`config.mk`:
```
export PLATFORM = sky130hd
export DESIGN_NAME = img_capture_stats
export DESIGN_NICKNAME = d
export VERILOG_FILES = /design/src/rtl/img_pkg.sv /design/src/rtl/img_fifo.sv /design/src/rtl/img_capture_stats.sv
export SDC_FILE = /design/constraint.sdc
export NUM_CORES = 1
export LEC_CHECK = 0
export BUFFER_PORTS_ARGS = -buffer_cell sky130_fd_sc_hd__buf_2
export CAP_MARGIN = 20
export CORE_MARGIN = 4
export CORE_UTILIZATION = 52
export CTS_CLUSTER_DIAMETER = 120
export CTS_CLUSTER_SIZE = 24
export DETAILED_ROUTE_END_ITERATION = 12
export PLACE_DENSITY = 0.75
export SYNTH_ARGS = -nofsm -noshare
export SYNTH_HDL_FRONTEND = slang
export SYNTH_SLANG_ARGS = --single-unit
export TNS_END_PERCENT = 1
```
`constraint.sdc`:
```
create_clock -name img_dclk -period 2.3 [get_ports img_dclk]
set_clock_uncertainty 0.05 [all_clocks]
set_input_delay 0.46 -clock img_dclk [delete_from_list [all_inputs] [get_ports img_dclk]]
set_output_delay 0.46 -clock img_dclk [all_outputs]
set_load 0.05 [all_outputs]
```
`src/rtl/img_pkg.sv`:
```
// Shared definitions for the image-sensor capture path: bus widths, default
// exposure thresholds and the capture FSM encoding.
package img_pkg;

   localparam int PixelWidth = 12;
   localparam int WordWidth  = 16;

   localparam logic [PixelWidth-1:0] DefaultHighlightThresh = 12'hFF0;
   localparam logic [PixelWidth-1:0] DefaultShadowThresh    = 12'h00F;

   typedef enum logic [2:0] {
      ST_IDLE,
      ST_WAIT_FV_LOW,
      ST_WAIT_FV_HIGH,
      ST_CAPTURE,
      ST_DONE
   } cap_state_t;

   function automatic logic [WordWidth-1:0] pixel_to_word(input logic [PixelWidth-1:0] pix);
      return {{(WordWidth-PixelWidth){1'b0}}, pix};
   endfunction

endpackage

```
`src/rtl/img_fifo.sv`:
```
// Small synchronous FIFO with first-word-fall-through read; when empty the
// read port keeps presenting the last word popped.
module img_fifo #(
   parameter int Depth = 8,
   parameter int Width = 16
) (
   input  logic             clk,
   input  logic             rst_,
   input  logic             push,
   input  logic [Width-1:0] push_data,
   input  logic             pop,
   output logic [Width-1:0] pop_data,
   output logic             empty,
   output logic             full
);

   localparam int AddrWidth = $clog2(Depth);
   localparam logic [AddrWidth:0]   FullCount = (AddrWidth+1)'(Depth);
   localparam logic [AddrWidth:0]   CountOne  = (AddrWidth+1)'(1);
   localparam logic [AddrWidth-1:0] PtrOne    = AddrWidth'(1);

   logic [Width-1:0]     mem [Depth];
   logic [AddrWidth-1:0] wr_ptr;
   logic [AddrWidth-1:0] rd_ptr;
   logic [AddrWidth:0]   count;
   logic [Width-1:0]     last_data;
   logic                 do_push;
   logic                 do_pop;

   assign empty    = (count == '0);
   assign full     = (count == FullCount);
   assign do_pop   = pop && !empty;
   // A full FIFO still takes a word when the same cycle frees a slot.
   assign do_push  = push && (!full || do_pop);
   assign pop_data = empty ? last_data : mem[rd_ptr];

   always_ff @(posedge clk) begin
      if (!rst_) begin
         wr_ptr    <= '0;
         rd_ptr    <= '0;
         count     <= '0;
         last_data <= '0;
      end else begin
         if (do_push) begin
            wr_ptr <= wr_ptr + PtrOne;
         end
         if (do_pop) begin
            rd_ptr    <= rd_ptr + PtrOne;
            last_data <= mem[rd_ptr];
         end
         case ({do_push, do_pop})
            2'b10:   count <= count + CountOne;
            2'b01:   count <= count - CountOne;
            default: count <= count;
         endcase
      end
   end

   always_ff @(posedge clk) begin
      if (do_push) begin
         mem[wr_ptr] <= push_data;
      end
   end

endmodule

```
`src/rtl/img_capture_stats.sv`:
```
// Sensor receive stage: registers the parallel pixel bus, captures one whole
// frame per trigger into the output FIFO and gathers auto-exposure statistics.
module img_capture_stats
   import img_pkg::*;
#(
   parameter int                    FifoDepth       = 8,
   parameter logic [PixelWidth-1:0] HighlightThresh = DefaultHighlightThresh,
   parameter logic [PixelWidth-1:0] ShadowThresh    = DefaultShadowThresh,
   parameter int                    CountWidth      = 18
) (
   input  logic                  img_dclk,
   input  logic                  rst_,
   input  logic [PixelWidth-1:0] img_d,
   input  logic                  img_fv,
   input  logic                  img_lv,
   input  logic                  ctrl_trigger,
   output logic [WordWidth-1:0]  out_data,
   output logic                  out_valid,
   input  logic                  out_ready,
   output logic                  status_capturing,
   output logic                  status_done,
   output logic                  status_overflow,
   output logic [CountWidth-1:0] status_pixel_count,
   output logic [CountWidth-1:0] status_row_count,
   output logic [CountWidth-1:0] status_highlight_count,
   output logic [CountWidth-1:0] status_shadow_count
);

   localparam logic [CountWidth-1:0] CountOne = CountWidth'(1);

   function automatic logic [CountWidth-1:0] sat_inc(input logic [CountWidth-1:0] value,
                                                      input logic en);
      return (en && (value != '1)) ? value + CountOne : value;
   endfunction

   logic [PixelWidth-1:0] d_s1;
   logic                  fv_s1;
   logic                  lv_s1;
   logic                  fv_s2;
   logic                  lv_s2;

   cap_state_t state;
   cap_state_t state_next;

   logic                 trig_accept;
   logic                 fv_rise;
   logic                 fv_fall;
   logic                 in_frame;
   logic                 pix_now;
   logic                 row_now;
   logic                 hl_now;
   logic                 sh_now;
   logic                 push_valid;
   logic [WordWidth-1:0] push_data;
   logic                 fifo_empty;
   logic                 fifo_full;
   logic                 fifo_pop;
   logic                 drop;

   always_ff @(posedge img_dclk) begin
      if (!rst_) begin
         d_s1  <= '0;
         fv_s1 <= 1'b0;
         lv_s1 <= 1'b0;
         fv_s2 <= 1'b0;
         lv_s2 <= 1'b0;
      end else begin
         d_s1  <= img_d;
         fv_s1 <= img_fv;
         lv_s1 <= img_lv;
         fv_s2 <= fv_s1;
         lv_s2 <= lv_s1;
      end
   end

   assign trig_accept = ctrl_trigger && ((state == ST_IDLE) || (state == ST_DONE));
   assign fv_rise     = fv_s1 && !fv_s2;
   assign fv_fall     = !fv_s1 && fv_s2;
   // The fv-rise cycle already carries a pixel if lv rose with fv.
   assign in_frame    = (state == ST_CAPTURE) || ((state == ST_WAIT_FV_HIGH) && fv_rise);
   assign pix_now     = in_frame && fv_s1 && lv_s1;
   assign row_now     = (state == ST_CAPTURE) && lv_s2 && (!lv_s1 || fv_fall);
   assign hl_now      = pix_now && (d_s1 >= HighlightThresh);
   assign sh_now      = pix_now && (d_s1 <= ShadowThresh);

   always_ff @(posedge img_dclk) begin
      if (!rst_) begin
         state <= ST_IDLE;
      end else begin
         state <= state_next;
      end
   end

   always_comb begin
      state_next       = state;
      status_capturing = 1'b0;
      unique case (state)
         ST_IDLE: begin
            if (ctrl_trigger) state_next = ST_WAIT_FV_LOW;
         end
         ST_WAIT_FV_LOW: begin
            status_capturing = 1'b1;
            if (!fv_s1) state_next = ST_WAIT_FV_HIGH;
         end
         ST_WAIT_FV_HIGH: begin
            status_capturing = 1'b1;
            if (fv_rise) state_next = ST_CAPTURE;
         end
         ST_CAPTURE: begin
            status_capturing = 1'b1;
            if (fv_fall) state_next = ST_DONE;
         end
         ST_DONE: begin
            if (ctrl_trigger) state_next = ST_WAIT_FV_LOW;
         end
         default: state_next = ST_IDLE;
      endcase
   end

   always_ff @(posedge img_dclk) begin
      if (!rst_) begin
         status_pixel_count     <= '0;
         status_row_count       <= '0;
         status_highlight_count <= '0;
         status_shadow_count    <= '0;
      end else if (trig_accept) begin
         status_pixel_count     <= '0;
         status_row_count       <= '0;
         status_highlight_count <= '0;
         status_shadow_count    <= '0;
      end else begin
         status_pixel_count     <= sat_inc(status_pixel_count, pix_now);
         status_row_count       <= sat_inc(status_row_count, row_now);
         status_highlight_count <= sat_inc(status_highlight_count, hl_now);
         status_shadow_count    <= sat_inc(status_shadow_count, sh_now);
      end
   end

   always_ff @(posedge img_dclk) begin
      if (!rst_) begin
         push_valid <= 1'b0;
         push_data  <= '0;
      end else begin
         push_valid <= pix_now;
         push_data  <= pixel_to_word(d_s1);
      end
   end

   assign fifo_pop  = out_valid && out_ready;
   assign drop      = push_valid && fifo_full && !fifo_pop;
   assign out_valid = !fifo_empty;

   always_ff @(posedge img_dclk) begin
      if (!rst_) begin
         status_done     <= 1'b0;
         status_overflow <= 1'b0;
      end else if (trig_accept) begin
         status_done     <= 1'b0;
         status_overflow <= 1'b0;
      end else begin
         if (state == ST_DONE) status_done <= 1'b1;
         if (drop) status_overflow <= 1'b1;
      end
   end

   img_fifo #(
      .Depth (FifoDepth),
      .Width (WordWidth)
   ) u_fifo (
      .clk       (img_dclk),
      .rst_      (rst_),
      .push      (push_valid),
      .push_data (push_data),
      .pop       (fifo_pop),
      .pop_data  (out_data),
      .empty     (fifo_empty),
      .full      (fifo_full)
   );

endmodule

```
* After elaboration in Yosys (flattened, before gate mapping)
Memories as Yosys holds them, arrays and structs flattened. A register that Yosys moved wholly into a read port is not among the register bits.
Index checks and enable logic that the tools add are counted.
** Storage, ports and cells
- Register bits :: 136
- Bits in writable memories :: 128
- Input port bits :: 18
- Output and inout port bits :: 92
- Word-level logic and storage cells :: 94
- Memories kept :: 1
** Operators by class
- Add/subtract/negate cells :: 8
- Order comparisons :: 2
- Equal/unequal tests :: 15
- Muxes and demuxes :: 12
- Bitwise logic cells :: 1
- Reduce and logical (&&, ||, !) cells :: 36
** Memories
- u_fifo.mem :: words 8, width 16, read ports 1, clocked after Yosys merged registers in 1, wr ports 1, RTL line img_fifo.sv:22 : logic [Width-1:0] mem [Depth];
** Operators with widths (count)
- 18-bit by 1-bit adder with 18-bit output (second input constant) :: 4
- 18-bit inequality test (second input constant) :: 4
- 1-bit logical AND :: 19
- 3-bit 2-to-1 mux :: 6
- 16-bit 2-to-1 mux :: 1
- 12-bit greater-or-equal comparator (second input constant) :: 1
- 12-bit by 4-bit less-or-equal comparator with 1-bit output (second input constant) :: 1
- 3-bit case mux with 4 select lines :: 1
- 4-bit case mux with 2 select lines :: 1
- 3-bit by 1-bit adder with 3-bit output (second input constant) :: 2
- 3-bit by 2-bit equality test with 1-bit output (second input constant) :: 2
- 1-bit zero test :: 6
- 2-bit inequality test (second input constant) :: 3
- 4-bit by 1-bit adder with 4-bit output (second input constant) :: 1
- 4-bit equality test (second input constant) :: 1
- 4-bit zero test :: 1
- 1-bit logical OR :: 4
- 4-bit AND reduction :: 1
- 2-bit OR reduction :: 2
- 4-bit by 1-bit subtractor with 4-bit output (second input constant) :: 1
- 3-bit by 1-bit equality test with 1-bit output (second input constant) :: 1
- 3-bit equality test (second input constant) :: 1
- 3-bit zero test :: 1
- 1-bit 2-to-1 mux :: 3
- other kinds (6) :: 6

* Depth between registers and ports, before layout
Gate-level depths: netlist of the first run.
- Depth in word-level cells :: 8
- Gate-level depth with buffers :: 9

* By module
Synthesis of the first run repeated with hierarchy kept, for this count alone.
** Unflattened totals
- Cell total of the unflattened synthesis :: 872
- Area total of the unflattened synthesis :: 10801.6 um2
** By module, submodules not included
- img_fifo :: times used 1, cells an instance 360, area each 6213.5 um2, seq. area each 4424.2 um2
- img_capture_stats :: times used 1, cells an instance 512, area each 4588.2 um2, seq. area each 2122.0 um2

* Worst setup path before layout of the first run
No wires, ideal clock.
- Path type :: register to output
- Start point :: reg u_fifo.count[1]
- End point :: out out_data[10]
- Arrival :: 2.346 ns
- Required time :: 1.790 ns
- Path slack :: -0.556 ns
- Cell stages (with the launch flop) :: 6
- Path buffers :: 3
- Cell sequence :: dfxtp_1 -> clkbuf_1 -> or4_1 -> buf_2 -> buf_1 -> a21oi_1
** Between the ends
- Word-level cells in the longest chain between the ends :: 2
** Ends and longest elaborated chain
- start: declaration :: RTL line img_fifo.sv:25 : logic [AddrWidth:0] count;
- start signal: assignment :: RTL line img_fifo.sv:52 : 2'b10: count <= count + CountOne;
- start signal: assignment :: RTL line img_fifo.sv:53 : 2'b01: count <= count - CountOne;
- start signal: assignment :: RTL line img_fifo.sv:54 : default: count <= count;
- 4-bit zero test :: RTL line img_fifo.sv:30 : assign empty = (count == '0);
- 16-bit 2-to-1 mux :: RTL line img_fifo.sv:35 : assign pop_data = empty ? last_data : mem[rd_ptr];
- end: declaration :: RTL line img_capture_stats.sv:17 : output logic [WordWidth-1:0] out_data,
No other way between the ends.

==> results.txt, run 1 <==
The max-slew violation count is 0. The area occupied by multi-input gates came out at 3850 sq um. Measured on the finished design, the core utilization comes to 62.1%.

The net count of the finished layout is 973. After synthesis, the mean cell area works out to 11.6 sq um. Entering global routing, the biggest net connects 50 pins. CTS built an H-tree with a depth of 1. The library cells used most frequently in the layout, excluding fill and tap cells, are 130 x dfxtp_1, 96 x edfxtp_1, 94 x buf_2, 61 x nand2_1. The total power divided by cell area came out at 731 nW/um^2. The worst hold path cell count is 2. The aggregate global-route resource usage came out at 20.1%.

The number of nets still failing antenna checks after routing is 0. Dividing the detail-routed wire length by the instance count gives 17.5 microns. In this run the critical register-to-register path is launched from state[1]$_SDFFE_PN0P_.

The CTS sink count came out at 227. The worst setup path is captured at a primary output. The area of all sequential standard cells came out at 5510 sq um. The minimum period implied by the final worst setup slack is 2.65 ns.

The worst-case setup margin in the final layout is -0.353 ns. The aggregate routed wire length is 20.6 mm. The share of synthesized area occupied by flip-flops and latches is 58.3%. For the worst flop-to-flop path, the logic depth is 5. The floorplan die area came out at 20,400 sq um. The worst setup path category is flop to primary output. The area growth from synthesis to layout came out at 17.7%.

The number of iterations in the first detailed-routing pass came out at 5. In the finished design, the share of the clock period the worst path needs comes to 115%. The clock passes through at most 3 buffers.

The routing usage on met2 is 35.9%. The clock transition at the registers of the reported paths is 0.09 ns. The instance count after placement with tap cells included came out at 1,157. The run finished, with violations left. Counting flops and latches in the post-synthesis netlist gives 227. The number of distinct standard cells referenced by the synthesized netlist is 65.

The count of final hold-check violations came to 0. The number of non-filler instances in the completed layout is 1,182. The post-synthesis async set-or-reset flop share came out at 0%.

The required time at the worst-slack endpoint came out at 1.79 ns. The path class of the tightest hold or removal check is input port to flop. In this run, CTS created clock tree buffers numbering 13. The leakage power came out at 4.11 nW. The most heavily used metal layer in global routing is met2. The first global-routing pass estimated 33.1 mm of wire. The number of enable-type register cells in the synthesized netlist is 96. The number of fill cells is 1,420. The endpoint identified for the worst register-to-register timing path is status_shadow_count[9]$_SDFFE_PP0P_. Global routing consumed, on the met1 layer, 26.0% of the routing resources. The number of core rows came out at 49. The initial utilization of the core area, before any placement, comes to 52.8%.

STA classifies the critical path startpoint as a flop. The detailed router's first-iteration violation count is 474. The congestion estimate from routability-driven global placement came to 0.777. The width of the die came out at 143 microns.

The number of placed I/O pins came out at 110. The setup-violating endpoint count in the final report came out at 13. The DRC violation count after routing came out at 0. The clock tree from TritonCTS is done. The path with the worst hold slack has its endpoint at d_s1[4]$_SDFF_PN0_.

For the pin with the worst max-slew slack, the measured transition is 0.594 ns. The cts-stage hold buffer count came out at 0. The met3 usage in global routing came out at 3.62%. The initial antenna violation count is 1.

The main flop type after synthesis is dfxtp_1. The total grt overflow came out at 0. In the synthesized netlist, the number of instances is 817. The worst hold path begins at img_d[4]. The core area is 17,900 sq um. Using the TritonRoute via totals, the vias-per-cell ratio works out to 5.69. The maximum net fanout on the critical path is 6.

The worst pin sits at a relative slew slack of 60.4%. The post-placement worst setup slack came out at 0.0543 ns. The data arrival time of the worst path is 2.14 ns. The library cell used most frequently in the layout, excluding fill and tap cells, is dfxtp_1.

The overall die height came out at 143 microns. The number of global-route vias before repair came to 6,422. The later-pin clock latency in the skew report is 0.46 ns.

The worst reg-to-reg setup slack came out at 0.11 ns. Static timing analysis puts the maximum clock frequency at 377 MHz. The worst voltage drop across the vdd grid is 0.000762 V. The synthesized cell area came out at 9450 sq um.

Input and output buffers added on the ports amount to 105. The total via count after detailed routing came out at 6,726. Setup repair after global routing could not meet its margin everywhere. The number of max-capacitance violations reported came out at 0. The final reports fail on setup timing. The half-perimeter wire length after detailed placement came out at 13.7 mm. The fraction of layout instances using a drive strength above 1 came out at 23.6%.

The clock root buffer is clkbuf_16. The yosys synthesis warning count came out at 0.
registers in the layout, summed over array words and instances, names as in the netlist, 4 cells and up, named ones only:
signal / cells
status_pixel_count: 18
u_fifo.last_data: 12
u_fifo.mem: 96
status_highlight_count: 18
d_s1: 12
status_shadow_count: 18
u_fifo.count: 4
push_data: 12
status_row_count: 18
synthesized netlist by cell type (all sizes together), types with 10 or more instances:
| master | number | area share, % |
|---|---|---|
| inv | 14 | 0.56 |
| and4 | 10 | 0.93 |
| nor2 | 50 | 2.0 |
| mux2i | 19 | 2.0 |
| clkbuf | 23 | 0.91 |
| dfxtp | 131 | 28 |
| nand3 | 27 | 1.4 |
| and2 | 41 | 2.7 |
| and3 | 12 | 0.85 |
| o211a | 12 | 1.3 |
| mux4 | 24 | 5.7 |
| nand4 | 21 | 1.6 |
| nand2 | 62 | 2.5 |
| edfxtp | 96 | 31 |
| buf | 18 | 1.1 |
| or3 | 37 | 2.5 |
| or4 | 17 | 1.4 |
| o21ai | 43 | 2.4 |
| a21oi | 59 | 3.1 |
layer usage:
metal  up-vias  wire length (microns)  share of wire, %
li1       3300                      -                 -
met1      3246                   8760                42
met2       154                  10600                51
met3        24                    972               4.7
met4         2                    348               1.7
met5         -                      7             0.034
worst max-delay path: stages (launching register included):
cell	delay (ns)
dfxtp_4	0.45
buf_12	0.16
mux4_2	0.50
mux2i_1	0.21
buf_4	0.17
a21oi_4	0.05
buf_6	0.15
power by group:
group	leakage, nW	switching [mW]	internal, mW
Sequential	1.94	0.0712	4.26
Combinational	2.00	0.904	0.581
Clock	0.173	1.25	1.06
worst max path at each step:
stage | to | slack, ns | depth (start not counted)
2_1_floorplan | out_data[0] | -0.25 | 5
3_3_place_gp | out_data[4] | 0.09 | 5
3_5_place_dp | out_data[7] | 0.05 | 6
4_1_cts | out_data[7] | -0.35 | 6
5_1_grt | out_data[5] | -0.43 | 6
6_report | out_data[5] | -0.35 | 6
layout make-up:
type                    instances  share of cell area [%]
inverters                      14                   0.473
well taps                     229                    2.58
diodes                          1                  0.0225
clock buffers                  18                    3.09
flip-flops and latches        227                    49.5
clock inverters                 1                   0.146
repair buffers                154                    9.52
multi-input cells             538                    34.6
metrics by stage:
step | cell area [sq um] | TNS [ns] | total power [mW] | hold slack [ns]
6_report | 11100 | -3.66 | 8.13 | 0.147
5_1_grt | 11100 | -4.69 | 8.43 | 0.134
4_1_cts | 11100 | -3.81 | 8.17 | 0.133
3_5_place_dp | 10600 | 0 | 5.72 | 0.364
3_3_place_gp | 10600 | 0 | 5.70 | 0.365
2_1_floorplan | 9560 | -5.90 | 5.40 | 0.356
cell families after synthesis:
kind of cell	Yosys count	synth area share (%)
AND/OR/NAND/NOR	313	18.4
flip-flops	227	58.3
AO/OA/AOI/OAI	152	10.2
buffers and inverters	55	2.60
multiplexers	43	7.74
XOR/XNOR	18	1.67
adder cells (fa/ha/maj)	8	1.03
other	1	0.0397
what timing repair did:
| item | CTS | global route |
|---|---|---|
| pin swaps | 3 | 2 |
| resized for setup | 27 | 3 |
| cloned | 2 | 1 |
| setup endpoints to repair | 13 | 15 |
| endpoints found under the hold margin | 0 | 0 |
| buffers inserted | 1 | 1 |
(Power assumes the default switching activity.)
==> run 2: changes to the inputs <==
PLACE_DENSITY = 0.83   (was 0.75)
==> run 2 against run 1 <==
Effect of this change: the flow still finishes with violations (setup timing); sequential power about the same; count of clock-buffer cells in the layout unchanged; die area unchanged; non-clock buffer count decreased by 3; clock power about the same; critical endpoint is now out_data[9]; highest routed layer unchanged.
==> results.txt, run 2 (same netlist as run 1, synthesis figures left out) <==
The floorplan die area came out at 20,400 sq um (unchanged). The final setup TNS is -4.54 ns (was -3.66 ns). The number of core rows is 49 (unchanged). The worst voltage drop across the vdd grid was 0.000755 V (was 0.000762 V). The timing-limited maximum frequency was 368 MHz (was 377 MHz). The largest net degree at the start of global routing was 55 (was 50). The type of destination of the critical path is a primary output (unchanged). The placer congestion estimate is 0.832 (was 0.777). The average wire length per cell after detail routing is 17.9 microns (was 17.5 microns). The number of flip-flops under the largest register name was 96 (unchanged).

The number of max-capacitance violations reported came to 0 (unchanged). The clock buffer count from CTS came out at 13 (unchanged). The overall die height came out at 143 microns (unchanged). The total power divided by cell area is 734 nW/um^2 (was 731 nW/um^2). The most frequent standard cell in the layout excluding fill and tap cells is dfxtp_1 (unchanged). The worst setup path category was flop to primary output (unchanged).

The DRC violation count after routing came out at 0 (unchanged). The number of fill cells came out at 1,372 (was 1,420). The maximum clock path buffer count is 3 (unchanged).

The later-pin clock latency in the skew report came out at 0.48 ns (was 0.46 ns). The worst min-delay path class is input port to flop (unchanged). The minimum period implied by the final worst setup slack came out at 2.71 ns (was 2.65 ns). The half-perimeter wire length after detailed placement came out at 14.0 mm (was 13.7 mm). The setup-violating endpoint count in the final report came out at 12 (was 13). The initial antenna violation count came out at 1 (unchanged).

The CTS sink count came out at 227 (unchanged). The transition time at the pin with the least slew margin is 0.606 ns (was 0.594 ns). The via-per-instance ratio came out at 5.83 (was 5.69). The width of the die is 143 microns (unchanged). Status: complete, but fails checks (unchanged). The clock root buffer was clkbuf_16 (unchanged). The data arrival time of the worst path is 2.20 ns (was 2.14 ns). The core area came to 17,900 sq um (unchanged). The worst-case setup margin in the final layout is -0.414 ns (was -0.353 ns). The fraction of layout instances using a drive strength above 1 is 23.7% (was 23.6%).

The leakage power was 4.11 nW (about the same). The aggregate routed wire length was 21.1 mm (was 20.6 mm). The H-tree depth reported by CTS is 1 (unchanged).

The total via count after detailed routing came out at 6,872 (was 6,726). The antenna diode count is 0 (was 1). The worst relative slew slack came out at 59.6% (was 60.4%). The startpoint class of the critical path is a flop (unchanged).

The port buffer count was 105 (unchanged). The aggregate global-route resource usage is 20.7% (was 20.1%). The worst slack on hold paths came out at 0.136 ns (was 0.147 ns).

The number of global-route vias before repair is 6,492 (was 6,422). The total grt overflow was 0 (unchanged). The area growth from synthesis to layout came to 17.8% (was 17.7%).

Leading cell types in the layout, fill and taps excluded: 130 x dfxtp_1, 96 x buf_2, 96 x edfxtp_1, 61 x nand2_1 (was 130 x dfxtp_1, 96 x edfxtp_1, 94 x buf_2, 61 x nand2_1). Unrepaired setup endpoints after global routing: true (unchanged). Violations in the final reports: setup timing (unchanged). The clock tree from TritonCTS was done (unchanged). The instance count after placement with tap cells included came out at 1,152 (was 1,157).

The layout net count is 970 (was 973). The post-placement cell area came out at 10,500 sq um (was 10,600 sq um). The required time at the worst-slack endpoint came out at 1.79 ns (about the same). The count of final hold-check violations came out at 0 (unchanged). The cts-stage hold buffer count is 0 (unchanged). The global-route wire length before repair came out at 33.8 mm (was 33.1 mm). The number of iterations in the first detailed-routing pass is 5 (unchanged). The number of non-filler instances in the completed layout is 1,179 (was 1,182). The effective utilization at floorplan came out at 52.8% (unchanged). The share of the core filled with cells came to 62.2% (was 62.1%).

The maximum net fanout on the critical path came out at 6 (unchanged). The final total power came out at 8.17 mW (was 8.13 mW). The largest register by flop count is u_fifo.mem (unchanged).

The number of nets still failing antenna checks after routing is 0 (unchanged). The fraction of the cycle the final worst path needs came out at 118% (was 115%). The final design instance area without fill was 11,100 sq um (about the same). The number of placed I/O pins came to 110 (unchanged). The detailed router's first-iteration violation count is 437 (was 474). The max-slew violation count came out at 0 (unchanged). The post-placement worst setup slack came to 0.0160 ns (was 0.0543 ns).

The clock transition at the registers of the reported paths came out at 0.09 ns (about the same).
-- run 2: changes by cell type in the layout (fill, tap and decap cells not counted), sizes merged --
cell,change
buf,-2
inv,+1
diode,-1
clkbuf,-1
-- run 2: layout make-up --
| class | count | area [sq um] | area share, % |
|---|---|---|---|
| clock inverters | 2 | 25.0 | 0.225 |
| multi-input cells | 538 | 3830 | 34.5 |
| clock buffers | 18 | 344 | 3.09 |
| repair buffers | 151 | 1080 | 9.69 |
| well taps | 229 | 287 | 2.57 |
| inverters | 14 | 52.6 | 0.472 |
| flip-flops and latches | 227 | 5510 | 49.5 |
-- run 2: layer usage --
metal | routed length [microns] | GRT usage, %
met5 | 13 | 0
met1 | 8680 | 26.2
met2 | 10800 | 36.6
met4 | 459 | 4.70
met3 | 1150 | 4.29
-- run 2: worst paths after layout --
path,from,to,slack [ns],cells past startpoint
worst max-delay path,flop,out_data[9],-0.41,7
worst min-delay path,img_d[8],d_s1[8]$_SDFF_PN0_,0.14,2
worst max register to register,state[1]$_SDFFE_PN0P_,status_shadow_count[9]$_SDFFE_PP0P_,0.15,5
worst min register to register,d_s1[3]$_SDFF_PN0_,push_data[3]$_SDFF_PN0_,0.39,1
-- run 2: what timing repair did --
action / in CTS / in global routing
gates resized for setup: 26 / 4
pin swaps: 5 / 0
setup endpoints to repair: 13 / 14
cloned: 3 / 0
buffers inserted: 5 / 0
-- run 2: where the power goes --
part,switching (mW),internal [mW]
Sequential,0.0630,4.26
Clock,1.27,1.07
Combinational,0.913,0.598
-- run 2: critical path, stage by stage, from the launching register on --
cell	delay, ns
dfxtp_4	0.40
buf_6	0.11
buf_12	0.12
mux4_2	0.52
mux2i_2	0.19
buf_4	0.17
a21oi_4	0.05
buf_6	0.15
==> run 3: changes to the inputs <==
CORE_UTILIZATION = 54   (was 52)
CTS_BUF_LIST = sky130_fd_sc_hd__clkbuf_4 sky130_fd_sc_hd__clkbuf_8   (was default)
PLACE_DENSITY = 0.86   (was 0.83)
REMOVE_ABC_BUFFERS = 1   (was default)
==> run 3 against run 2 <==
Effect of this change: final cell count decreased by 1.3%; worst hold slack got worse by 0.034 ns; count of clock-buffer cells in the layout unchanged; global-route usage decreased by 0.85 points; critical path depth decreased by 2; the flow still finishes with violations (setup timing); total power decreased by 9.1%; largest power group unchanged; fmax increased by 3.0%; flip-flop and latch count unchanged; critical endpoint is now out_data[5]; combinational power decreased by 13%; non-clock buffer count decreased by 12.
==> results.txt, run 3 (same netlist as run 1, synthesis figures left out) <==
Status: complete, but fails checks (unchanged). Violations in the final reports: setup timing (unchanged). The worst-case setup margin in the final layout was -0.334 ns (was -0.414 ns).

Leading cell types in the layout, fill and taps excluded: 130 x dfxtp_1, 96 x edfxtp_1, 93 x buf_2, 61 x nand2_1, 54 x a21oi_1 (was 130 x dfxtp_1, 96 x buf_2, 96 x edfxtp_1, 61 x nand2_1). The largest register by flop count is u_fifo.mem (unchanged). The area of all sequential standard cells came out at 5510 sq um (unchanged). The standard cell with the maximum stage delay on the critical path was mux4_2 (unchanged).

The placer congestion estimate is 0.809 (was 0.832). The most frequent standard cell in the layout excluding fill and tap cells is dfxtp_1 (unchanged). The core area came to 17,200 sq um (was 17,900 sq um).

The maximum net fanout on the critical path came out at 8 (was 6). The count of final hold-check violations was 0 (unchanged). The cell internal power dissipation was 5.38 mW (was 5.93 mW).

The CTS sink count is 227 (unchanged). The detailed router's first-iteration violation count came to 249 (was 437). The layout net count came out at 958 (was 970). The width of the die was 140 microns (was 143 microns).

The number of placed I/O pins came to 110 (unchanged). The effective utilization at floorplan came to 54.8% (was 52.8%). The combinational power share came out at 17.6% (was 18.5%). The total net switching power is 2.05 mW (was 2.24 mW). The switching power as a share of total power came out at 27.6% (was 27.5%). The worst relative slew slack came out at 59.9% (was 59.6%). The DRC violation count after routing is 0 (unchanged). The cts-stage hold buffer count came out at 0 (unchanged).

The aggregate routed wire length came out at 20.0 mm (was 21.1 mm). The number of fill cells is 1,297 (was 1,372). The number of max-capacitance violations reported came out at 0 (unchanged). The total via count after detailed routing came out at 6,680 (was 6,872). The part of the power in registers is 58.3% (was 52.8%). The worst voltage drop across the vdd grid is 0.000783 V (was 0.000755 V). The minimum period implied by the final worst setup slack is 2.63 ns (was 2.71 ns).

The clock tree from TritonCTS is done (unchanged). The initial antenna violation count is 2 (was 1). The fraction of layout instances using a drive strength above 1 came out at 23.2% (was 23.7%). The worst setup path category was flop to primary output (unchanged).

The setup-violating endpoint count in the final report was 13 (was 12). The average wire length per cell after detail routing came to 17.2 microns (was 17.9 microns). The post-placement worst setup slack is 0.0245 ns (was 0.0160 ns). The final total power is 7.43 mW (was 8.17 mW). The worst hold path cell count came out at 2 (unchanged).

The total power divided by cell area came out at 689 nW/um^2 (was 734 nW/um^2). The area growth from synthesis to layout is 14.2% (was 17.8%). The floorplan die area is 19,700 sq um (was 20,400 sq um). The transition time at the pin with the least slew margin came out at 0.601 ns (was 0.606 ns). The highest cell delay on the worst timing path is 0.54 ns (was 0.52 ns).

The number of flip-flops under the largest register name came out at 96 (unchanged). The maximum clock path buffer count is 3 (unchanged). The global-route wire length before repair is 32.1 mm (was 33.8 mm). The number of global-route vias before repair is 6,350 (was 6,492). The port buffer count is 105 (unchanged).

The portion of total power attributed to the clock network came out at 24.1% (was 28.7%). The fraction of the cycle the final worst path needs is 115% (was 118%). The number of nets still failing antenna checks after routing is 0 (unchanged). Worst path cell trace: buf_12, mux4_2, mux2i_4, a21oi_1, buf_4 (was buf_6, buf_12, mux4_2, mux2i_2, buf_4, a21oi_4, buf_6).

The total grt overflow came to 0 (unchanged). The share of the core filled with cells was 62.6% (was 62.2%). The via-per-instance ratio is 5.74 (was 5.83). The leakage power is 3.98 nW (was 4.11 nW). The max-slew violation count came out at 0 (unchanged).

The aggregate global-route resource usage is 19.8% (was 20.7%). The required time at the worst-slack endpoint came to 1.79 ns (about the same). The worst min-delay path class is input port to flop (unchanged). The overall die height came out at 140 microns (was 143 microns). The timing-limited maximum frequency came out at 380 MHz (was 368 MHz). The type of destination of the critical path is a primary output (unchanged). The worst reg-to-reg setup slack is 0.17 ns (was 0.15 ns). The number of iterations in the first detailed-routing pass is 4 (was 5).

The clock buffer count from CTS came to 13 (unchanged). The worst reg2reg path depth came to 5 (unchanged). The clock transition at the registers of the reported paths is 0.14 ns (was 0.09 ns). The largest net degree at the start of global routing came out at 55 (unchanged). The half-perimeter wire length after detailed placement is 13.2 mm (was 14.0 mm).

The startpoint class of the critical path is a flop (unchanged). The later-pin clock latency in the skew report came out at 0.50 ns (was 0.48 ns). The H-tree depth reported by CTS came out at 1 (unchanged). The clock root buffer is clkbuf_8 (was clkbuf_16). The data arrival time of the worst path came to 2.12 ns (was 2.20 ns). The area occupied by multi-input gates is 3790 sq um (was 3830 sq um). The number of core rows came out at 48 (was 49). Unrepaired setup endpoints after global routing: true (unchanged).
-- run 3: area by class of cell --
class                           instances  area share (%)
Tap cell                              225            2.61
Antenna cell                            2          0.0464
Sequential cell                       227            51.1
Multi-Input combinational cell        538            35.1
Clock inverter                          1           0.151
Clock buffer                           18            2.01
Inverter                               14           0.487
Timing Repair Buffer                  139            8.46
-- run 3: timing repair --
action | CTS | global route
pin swaps | 7 | 4
cloned | 1 | 0
gates resized for setup | 23 | 15
buffers inserted | 1 | 2
endpoints found under the setup margin | 13 | 13
-- run 3: metrics by stage --
stage / instance area [sq um] / TNS [ns] / std cells / hold slack, ns
floorplan: 9260 / -13.08 / 779 / 0.356
global placement: 10400 / 0 / 1139 / 0.363
detailed placement: 10400 / 0 / 1139 / 0.366
CTS: 10700 / -4.05 / 1160 / 0.0739
global route: 10800 / -4.91 / 1162 / 0.0758
finish: 10800 / -3.52 / 1164 / 0.101
-- run 3: path summary, 6_finish.rpt --
kind / from / endpoint
worst max-delay path: flop / out_data[5]
worst min-delay path: img_d[2] / d_s1[2]$_SDFF_PN0_
worst max register to register: status_shadow_count[9]$_SDFFE_PP0P_ / status_shadow_count[9]$_SDFFE_PP0P_
worst min register to register: d_s1[3]$_SDFF_PN0_ / push_data[3]$_SDFF_PN0_
-- run 3: power by group through the flow --
| stage | Sequential [mW] | Clock [mW] | Combinational (mW) |
|---|---|---|---|
| after floorplan | 4.43 | 0 | 0.799 |
| after global placement | 4.41 | 0 | 1.11 |
| after detailed placement | 4.41 | 0 | 1.14 |
| after CTS | 4.33 | 1.86 | 1.24 |
| after global routing | 4.34 | 2.00 | 1.39 |
| final | 4.33 | 1.79 | 1.31 |
-- run 3: metal layers --
| layer | vias up | part of all wire (%) | wire, microns | global-route usage [%] |
|---|---|---|---|---|
| met5 | - | 0.070 | 14 | 0 |
| met4 | 4 | 1.6 | 329 | 3.57 |
| met3 | 28 | 6.5 | 1300 | 5.39 |
| met2 | 150 | 51 | 10100 | 35.1 |
| met1 | 3224 | 41 | 8230 | 24.8 |
| li1 | 3274 | - | - | - |
-- run 3: worst max-delay path, delay by kind of cell (launching register included) --
family                 cells  cell delay, ns
buffers and inverters      2            0.35
DFF                        1            0.44
AOI/OAI and AO/OA          1            0.10
muxes                      2            0.75
